===== src/rtl/wb_port_arb_if.sv =====
// Register-file write-port arbitration bus: pipeline writeback (A), buffered
// multi-cycle result (B), the granted write port and the decode interlock signals.
interface wb_port_arb_if #(
  parameter int unsigned AW = 5,
  parameter int unsigned DW = 32
);
  logic          a_we;
  logic [AW-1:0] a_waddr;
  logic [DW-1:0] a_wdata;
  logic          b_valid;
  logic          b_ready;
  logic [AW-1:0] b_waddr;
  logic [DW-1:0] b_wdata;
  logic          we;
  logic [AW-1:0] waddr;
  logic [DW-1:0] wdata;
  logic          pend_valid;
  logic [AW-1:0] pend_addr;
  logic          stall_req;
  logic          err;

  modport slave (
    input  a_we, a_waddr, a_wdata, b_valid, b_waddr, b_wdata,
    output b_ready, we, waddr, wdata, pend_valid, pend_addr, stall_req, err
  );

  modport master (
    output a_we, a_waddr, a_wdata, b_valid, b_waddr, b_wdata,
    input  b_ready, we, waddr, wdata, pend_valid, pend_addr, stall_req, err
  );
endinterface


===== src/rtl/wb_port_arb.sv =====
// Write-port arbiter: A wins with zero latency, B waits in a one-entry buffer with bounded wait.
// Optional WBARB_STAT_EN adds saturating grant/stall counters.
module wb_port_arb #(
  parameter int unsigned AW       = 5,
  parameter int unsigned DW       = 32,
  parameter int unsigned MAX_WAIT = 4
) (
  input  logic         clk,
  input  logic         rst_n,
  wb_port_arb_if.slave bus
`ifdef WBARB_STAT_EN
  ,
  output logic [15:0]  stat_bwr,
  output logic [15:0]  stat_stall
`endif
);

  typedef enum logic [1:0] {StIdle, StWait, StForce} state_e;

  localparam logic [3:0] CntLast = 4'(MAX_WAIT - 1);

  state_e        state_q;
  logic [AW-1:0] buf_addr_q;
  logic [DW-1:0] buf_data_q;
  logic [3:0]    cnt_q;
  logic          err_q;

  logic a_live, grant_a, grant_b, pend, err_set;

  assign a_live = bus.a_we && (bus.a_waddr != '0);
  assign pend   = (state_q != StIdle);

  always_comb begin
    grant_a = 1'b0;
    grant_b = 1'b0;
    case (state_q)
      StIdle:  grant_a = a_live;
      StWait: begin
        grant_a = a_live;
        grant_b = !a_live;
      end
      StForce: grant_b = 1'b1;
      default: ;
    endcase
  end

  // Any A write in FORCE is dropped; an A write to the buffered register breaks ordering.
  assign err_set = ((state_q == StForce) && bus.a_we) ||
                   (pend && bus.a_we && (bus.a_waddr == buf_addr_q));

  assign bus.we         = grant_a || grant_b;
  assign bus.waddr      = grant_b ? buf_addr_q : (grant_a ? bus.a_waddr : '0);
  assign bus.wdata      = grant_b ? buf_data_q : (grant_a ? bus.a_wdata : '0);
  assign bus.b_ready    = (state_q == StIdle);
  assign bus.pend_valid = pend;
  assign bus.pend_addr  = pend ? buf_addr_q : '0;
  assign bus.stall_req  = (state_q == StForce);
  assign bus.err        = err_q;

  always_ff @(posedge clk or negedge rst_n) begin
    if (!rst_n) begin
      state_q    <= StIdle;
      buf_addr_q <= '0;
      buf_data_q <= '0;
      cnt_q      <= '0;
      err_q      <= 1'b0;
    end else begin
      case (state_q)
        StIdle: begin
          // Results for r0 are accepted and thrown away.
          if (bus.b_valid && (bus.b_waddr != '0)) begin
            buf_addr_q <= bus.b_waddr;
            buf_data_q <= bus.b_wdata;
            cnt_q      <= '0;
            state_q    <= StWait;
          end
        end
        StWait: begin
          if (grant_b) begin
            state_q <= StIdle;
          end else begin
            cnt_q <= cnt_q + 4'd1;
            if (cnt_q == CntLast) state_q <= StForce;
          end
        end
        StForce: state_q <= StIdle;
        default: state_q <= StIdle;
      endcase
      if (err_set) err_q <= 1'b1;
    end
  end

`ifdef WBARB_STAT_EN
  always_ff @(posedge clk or negedge rst_n) begin
    if (!rst_n) begin
      stat_bwr   <= '0;
      stat_stall <= '0;
    end else begin
      if (grant_b && (stat_bwr != 16'hFFFF)) stat_bwr <= stat_bwr + 16'd1;
      if ((state_q == StForce) && (stat_stall != 16'hFFFF)) stat_stall <= stat_stall + 16'd1;
    end
  end
`endif

endmodule


===== src/flat_wrapper.sv =====
// flat-port wrapper written by rule: the top's interface ports become plain ports
module wb_port_arb_flat 
#(
  parameter int unsigned AW       = 5,
  parameter int unsigned DW       = 32,
  parameter int unsigned MAX_WAIT = 4
)
  (clk, rst_n, bus_a_we, bus_a_waddr, bus_a_wdata, bus_b_valid, bus_b_waddr, bus_b_wdata, bus_b_ready, bus_we, bus_waddr, bus_wdata, bus_pend_valid, bus_pend_addr, bus_stall_req, bus_err);
  wb_port_arb_if #(.AW(AW), .DW(DW)) bus_i ();
  input  logic clk;
  input  logic rst_n;
  input wire logic [$bits(bus_i.a_we)-1:0] bus_a_we;
  input wire logic [$bits(bus_i.a_waddr)-1:0] bus_a_waddr;
  input wire logic [$bits(bus_i.a_wdata)-1:0] bus_a_wdata;
  input wire logic [$bits(bus_i.b_valid)-1:0] bus_b_valid;
  input wire logic [$bits(bus_i.b_waddr)-1:0] bus_b_waddr;
  input wire logic [$bits(bus_i.b_wdata)-1:0] bus_b_wdata;
  output wire logic [$bits(bus_i.b_ready)-1:0] bus_b_ready;
  output wire logic [$bits(bus_i.we)-1:0] bus_we;
  output wire logic [$bits(bus_i.waddr)-1:0] bus_waddr;
  output wire logic [$bits(bus_i.wdata)-1:0] bus_wdata;
  output wire logic [$bits(bus_i.pend_valid)-1:0] bus_pend_valid;
  output wire logic [$bits(bus_i.pend_addr)-1:0] bus_pend_addr;
  output wire logic [$bits(bus_i.stall_req)-1:0] bus_stall_req;
  output wire logic [$bits(bus_i.err)-1:0] bus_err;
  assign bus_i.a_we = bus_a_we;
  assign bus_i.a_waddr = bus_a_waddr;
  assign bus_i.a_wdata = bus_a_wdata;
  assign bus_i.b_valid = bus_b_valid;
  assign bus_i.b_waddr = bus_b_waddr;
  assign bus_i.b_wdata = bus_b_wdata;
  assign bus_b_ready = bus_i.b_ready;
  assign bus_we = bus_i.we;
  assign bus_waddr = bus_i.waddr;
  assign bus_wdata = bus_i.wdata;
  assign bus_pend_valid = bus_i.pend_valid;
  assign bus_pend_addr = bus_i.pend_addr;
  assign bus_stall_req = bus_i.stall_req;
  assign bus_err = bus_i.err;
  wb_port_arb #(.AW(AW), .DW(DW), .MAX_WAIT(MAX_WAIT)) u_core (.clk(clk), .rst_n(rst_n), .bus(bus_i));
endmodule

===== config.mk =====
export PLATFORM = sky130hd
export DESIGN_NAME = wb_port_arb_flat
export DESIGN_NICKNAME = d
export VERILOG_FILES = /design/src/rtl/wb_port_arb_if.sv /design/src/rtl/wb_port_arb.sv /design/src/flat_wrapper.sv
export SDC_FILE = /design/constraint.sdc
export NUM_CORES = 1
export LEC_CHECK = 0
export BUFFER_PORTS_ARGS = -buffer_cell sky130_fd_sc_hd__buf_2
export CAP_MARGIN = 25
export CORE_ASPECT_RATIO = 0.6
export CORE_MARGIN = 1.5
export CORE_UTILIZATION = 51
export CTS_BUF_LIST = sky130_fd_sc_hd__clkbuf_2 sky130_fd_sc_hd__clkbuf_4 sky130_fd_sc_hd__clkbuf_8
export CTS_CLUSTER_SIZE = 16
export DETAILED_ROUTE_END_ITERATION = 10
export PLACE_DENSITY = 0.88
export REMOVE_ABC_BUFFERS = 1
export SYNTH_ARGS = -nofsm -noshare
export SYNTH_HDL_FRONTEND = slang
export SYNTH_SLANG_ARGS = --single-unit

===== constraint.sdc =====
create_clock -name clk -period 3.1 [get_ports clk]
set_input_delay 0.465 -clock clk [delete_from_list [all_inputs] [get_ports clk]]
set_output_delay 0.465 -clock clk [all_outputs]
set_load 0.05 [all_outputs]

# Word level (Yosys, flattened, before mapping)
# Index checks and enable logic that the tools add are counted.
# word_totals
reg_bits	44
in_bits	78
output_inout_bits	47
wordCells	44
# classes
eq_ne	7
n_addsub	1
reduce_logical	17
muxes	14
# ops
operator	count
2-to-1 mux 32 bit	2
2-to-1 mux 5 bit	3
nonzero test 5 bit	2
2-to-1 mux 4 bit	2
one-hot mux 4 bit (2 select lines)	1
2-to-1 mux 2 bit	3
== test 5 bit	1
logical AND 1 bit	5
adder 4 x 1 -> 4 bit (second input constant)	1
== test 4 x 2 -> 1 bit (second input constant)	1
one-hot mux 2 bit (2 select lines)	1
AND reduction 2 bit	2
nonzero test 2 bit	2
inequality test 3 x 1 -> 1 bit (second input constant)	1
AND reduction 3 bit	1
== test 2 x 1 -> 1 bit (second input constant)	1
== test 2 bit (second input constant)	1
zero test 2 bit	1
logical OR 1 bit	2
inequality test 2 x 1 -> 1 bit (second input constant)	1
inequality test 2 bit (second input constant)	1
one-hot mux 1 bit (2 select lines)	1
OR reduction 2 bit	1
zero test 1 bit	1
2-to-1 mux 1 bit	1

# Logic depth before layout (Yosys ltp)
# depth
ltp_word	6
ltp_mapped	7
depth_no_buf	6

# Worst setup path after synthesis
# OpenSTA, ideal clock, no wires.
# synth_timing
path_type	register -> output
from	reg u_core.state_q[0]
to	out bus_waddr[0]
slack_ns	0.266
t_required_ns	2.635
arrival_ns	2.369
n_path_buf	1
path_stages_with_launch	7
cell_sequence	dfrtp_1 > inv_1 > ha_1 > nor2_1 > nor3b_2 > buf_2 > a22o_1
# synth_via
elab_chain_len	5
word_cells_on_any_way	8
classes_between	eq/ne: 2; mux: 4; reduce/logical: 2
# synth_rtl
element	line	rtl
start: declaration	wb_port_arb.sv:22	state_e state_q;
start signal: assignment	wb_port_arb.sv:62	state_q <= StIdle;
start signal: assignment	wb_port_arb.sv:75	state_q <= StWait;
start signal: assignment	wb_port_arb.sv:80	state_q <= StIdle;
zero test 2 bit	--	
named net bus_b_ready	flat_wrapper.sv:18	output wire logic [$bits(bus_i.b_ready)-1:0] bus_b_ready;
OR reduction 2 bit (no line)	--	
2-to-1 mux 1 bit	wb_port_arb.sv:36	case (state_q)
2-to-1 mux 5 bit (2 in a row)	wb_port_arb.sv:52	assign bus.waddr = grant_b ? buf_addr_q : (grant_a ? bus.a_waddr : '0);
end: declaration	flat_wrapper.sv:20	output wire logic [$bits(bus_i.waddr)-1:0] bus_waddr;
# The timed path passes the listed nets, and every way through them passes these cells.

# Worst setup path in the final report
# layout_timing
from	reg u_core.state_q[1]
to	out bus_wdata[9]
# layout_via
elab_chain_len	5
word_cells_on_any_way	8
classes_between	eq/ne: 2; mux: 4; reduce/logical: 2
# layout_rtl
element	line	rtl
== test 2 x 1 -> 1 bit or zero test 2 bit (tied branches)	wb_port_arb.sv:36	
OR reduction 2 bit (no line)	--	
2-to-1 mux 1 bit	wb_port_arb.sv:36	
2-to-1 mux 32 bit	wb_port_arb.sv:53	assign bus.wdata = grant_b ? buf_data_q : (grant_a ? bus.a_wdata : '0);
2-to-1 mux 32 bit *	wb_port_arb.sv:53	
end: declaration	flat_wrapper.sv:21	output wire logic [$bits(bus_i.wdata)-1:0] bus_wdata;
# Mark *: on every way between the ends. The rest lies on a longest branch, timed or not.

==> flow_summary.yaml <==
outcome:
  status: "complete, no violations"
cts:
  postCtsSetupRepairBufs: 0
  cts.sinks: 44
  cts_tree: "built"
  clk_pin_slew_ns: 0.08
  insertion_delay_ns: 0.28
  root_buffer: "clkbuf_8"
  cts_resized: 0
  htreeDepth: 2
  cts_buffer_depth: 2
  cts_made_buffers: 5
  cts_hold_buf: 0
power_and_ir_drop:
  power.density_nw_per_um2: 1183
  p_int_mw: 2.000
  power.share.clock_pct: 11.1
  switching_power_mw: 1.935
  power_frac_seq_pct: 26.8
  ir_drop_v: 0.0006605
  switching_share_pct: 49.18
  p_leak_nw: 1.775
  p_comb_share_pct: 62.1
logic_synthesis:
  synth_edf_count: 0
  syn_inst: 197
  async_flop_share_pct: 100.0
  synth_seq_area_share_pct: 43.31
  postSynthAreaPerCell_um2: 12.91
  ys_ff_latch: 44
  ys_types: 40
  yosys_warnings: 0
  synth_area_um2: 2542
  ys.flop_type: "dfrtp_1"
final_layout:
  final_area_um2: 3326
  diodes: 0
  finalNetCount: 405
  area_delta_synth_final_pct: 30.81
  layout-drive-gt1-share_pct: 58.02
timing:
  hold_viol: 0
  tightest_slew_ns: 0.5643
  drv_slew: 0
  skew_ns: 0.003908
  fmax_mhz: 352.6
  slew_headroom_pct: 62.38
  min_period_over_period_pct: 91.49
  rsz0062_at_grt: "no"
  setup_viol: 0
  fin_crit_ns: 2.836
  layout_setup_ws_ns: 0.2637
place:
  place_ws_ns: 0.4418
  numPortBuffers: 124
  dp_hpwl_mm: 4.479
  gp_congestion: 0.7918
  place_area_um2: 3192
setup_path:
  worst-setup-path-type: "reg -> out"
  crit_path_start_kind: "flip-flop"
  cp.arrival_ns: 2.37
  end_kind: "primary output"
  crit_chain: "inv_1, ha_1, nor2_1, nor3b_4, buf_4, a22o_1, buf_2"
  crit_fanout: 27
  cpMaxStageDelayCell: "dfrtp_1"
  cp_data_required_time_ns: 2.63
  slowest_delay_ns: 0.39
grt:
  grt_max_degree: 45
  grt_pass1_wl_mm: 9.570
  grtUsageTotal_pct: 22.76
  grt_overflow: 0
  antenna_found_initial: 0
  grt_pass1_vias: 2020
die:
  fp.dieArea_um2: 5432
  dieHeight_um: 57.69
  core_area_um2: 4683
  start_util_pct: 54.29
  num_rows: 19
  die_w_um: 94.15
  pin_count: 125
min_path:
  hp-class: "in -> async"
drt:
  totalWireLength_mm: 6.129
  dr.pass1.iters: 4
  drc: 0
  antenna_left: 0
  via_per_inst: 5.501
  avgRoutedWirePerCell_um: 15.84
  num_vias: 2129
  drt-initial-drc-count: 93
run:
  cap_violations: 0
-- area by class of cell --
class,count,area (um^2)
Fill cell,349,1358
Multi-Input combinational cell,136,1330
Sequential cell,44,1101
Timing Repair Buffer,131,685.7
Tap cell,63,78.83
Clock buffer,6,76.32
Clock inverter,2,35.03
Inverter,5,18.77
-- final timing paths --
check,start,to,slack [ns],cells after the start
min,rst_n,u_core.cnt_q[2],0.02,1
max reg2reg,u_core.state_q[1],u_core.cnt_q[0],0.94,6
max,u_core.state_q[1],bus_wdata[9],0.26,7
max in group asynchronous,rst_n,u_core.buf_data_q[15],2.64,2
min reg2reg,u_core.buf_data_q[11],u_core.buf_data_q[11],0.52,1
min in group clk,bus_b_wdata[7],u_core.buf_data_q[7],0.40,2
-- synthesized netlist by cell type (all sizes together) (4+ instances only) --
cell type | instances | share of area, %
nand3 | 8 | 1.6
dfrtp | 44 | 43
a22o | 37 | 13
xor2 | 4 | 1.4
o31ai | 4 | 1.6
mux2 | 37 | 21
inv | 5 | 0.74
nor2 | 4 | 0.59
nor2b | 6 | 1.5
buf | 11 | 4.2
ha | 4 | 2.0
-- placed cells by master, fill, tap and decap left out, drive strengths merged, types with 4 or more instances in the layout --
master	instances
clkbuf	6
a22o	37
nand3	8
nor2b	6
inv	5
dfrtp	44
ha	4
mux2	37
o31ai	4
nor2	4
xor2	4
buf	131
-- logic make-up after synthesis --
family	Yosys count	share of synthesized area, %
DFF	44	43.31
muxes	37	20.82
and+or+nand+nor	35	8.761
AOI/OAI and AO/OA	55	18.36
buffers and inverters	17	5.069
xor gates and xnor gates	5	1.722
adders and majority gates	4	1.969
-- stage by stage --
| stage | TNS [ns] | utilization [%] | std cells | hold WS, ns | total power [mW] |
|---|---|---|---|---|---|
| after floorplan | -14.54 | - | 185 | 0.1694 | 2.953 |
| after global placement | 0 | 68.15 | 378 | 0.4906 | 3.439 |
| after detailed placement | 0 | 68.15 | 378 | 0.4962 | 3.496 |
| after CTS | 0 | 70.53 | 386 | 0.3574 | 3.939 |
| after global routing | 0 | 71.01 | 387 | 0.01001 | 4.143 |
| final | 0 | 71.01 | 387 | 0.01686 | 3.935 |
-- power by group through the flow --
| stage | Combinational (mW) | Sequential [mW] | Clock [mW] |
|---|---|---|---|
| 6_report | 2.45 | 1.05 | 0.435 |
| 4_1_cts | 2.44 | 1.05 | 0.444 |
| 3_3_place_gp | 2.39 | 1.05 | 0 |
| 2_1_floorplan | 1.95 | 1.01 | 0 |
| 5_1_grt | 2.58 | 1.10 | 0.466 |
| 3_5_place_dp | 2.44 | 1.06 | 0 |
-- layer usage --
| metal | wire length, um | global-route usage, % | part of all wire (%) |
|---|---|---|---|
| met2 | 2705 | 37.41 | 44 |
| met1 | 2827 | 31.08 | 46 |
| met5 | 0 | 0 | 0 |
| met4 | 27 | 3.838 | 0.44 |
| met3 | 568 | 6.168 | 9.3 |
-- registers in the layout, indices dropped and copies added (netlist names) --
| register | cells |
|---|---|
| u_core.buf_addr_q | 5 |
| u_core.buf_data_q | 32 |
| u_core.bus.err | 1 |
| u_core.cnt_q | 4 |
| u_core.state_q | 2 |
-- critical path: cells and delay by family (launching register included) --
family / cells / cell delay (ns)
buf+inv: 3 / 0.69
simple gates: 2 / 0.45
flops: 1 / 0.39
fa+ha+maj: 1 / 0.35
compound gates: 1 / 0.19
(Power assumes the default switching activity.)
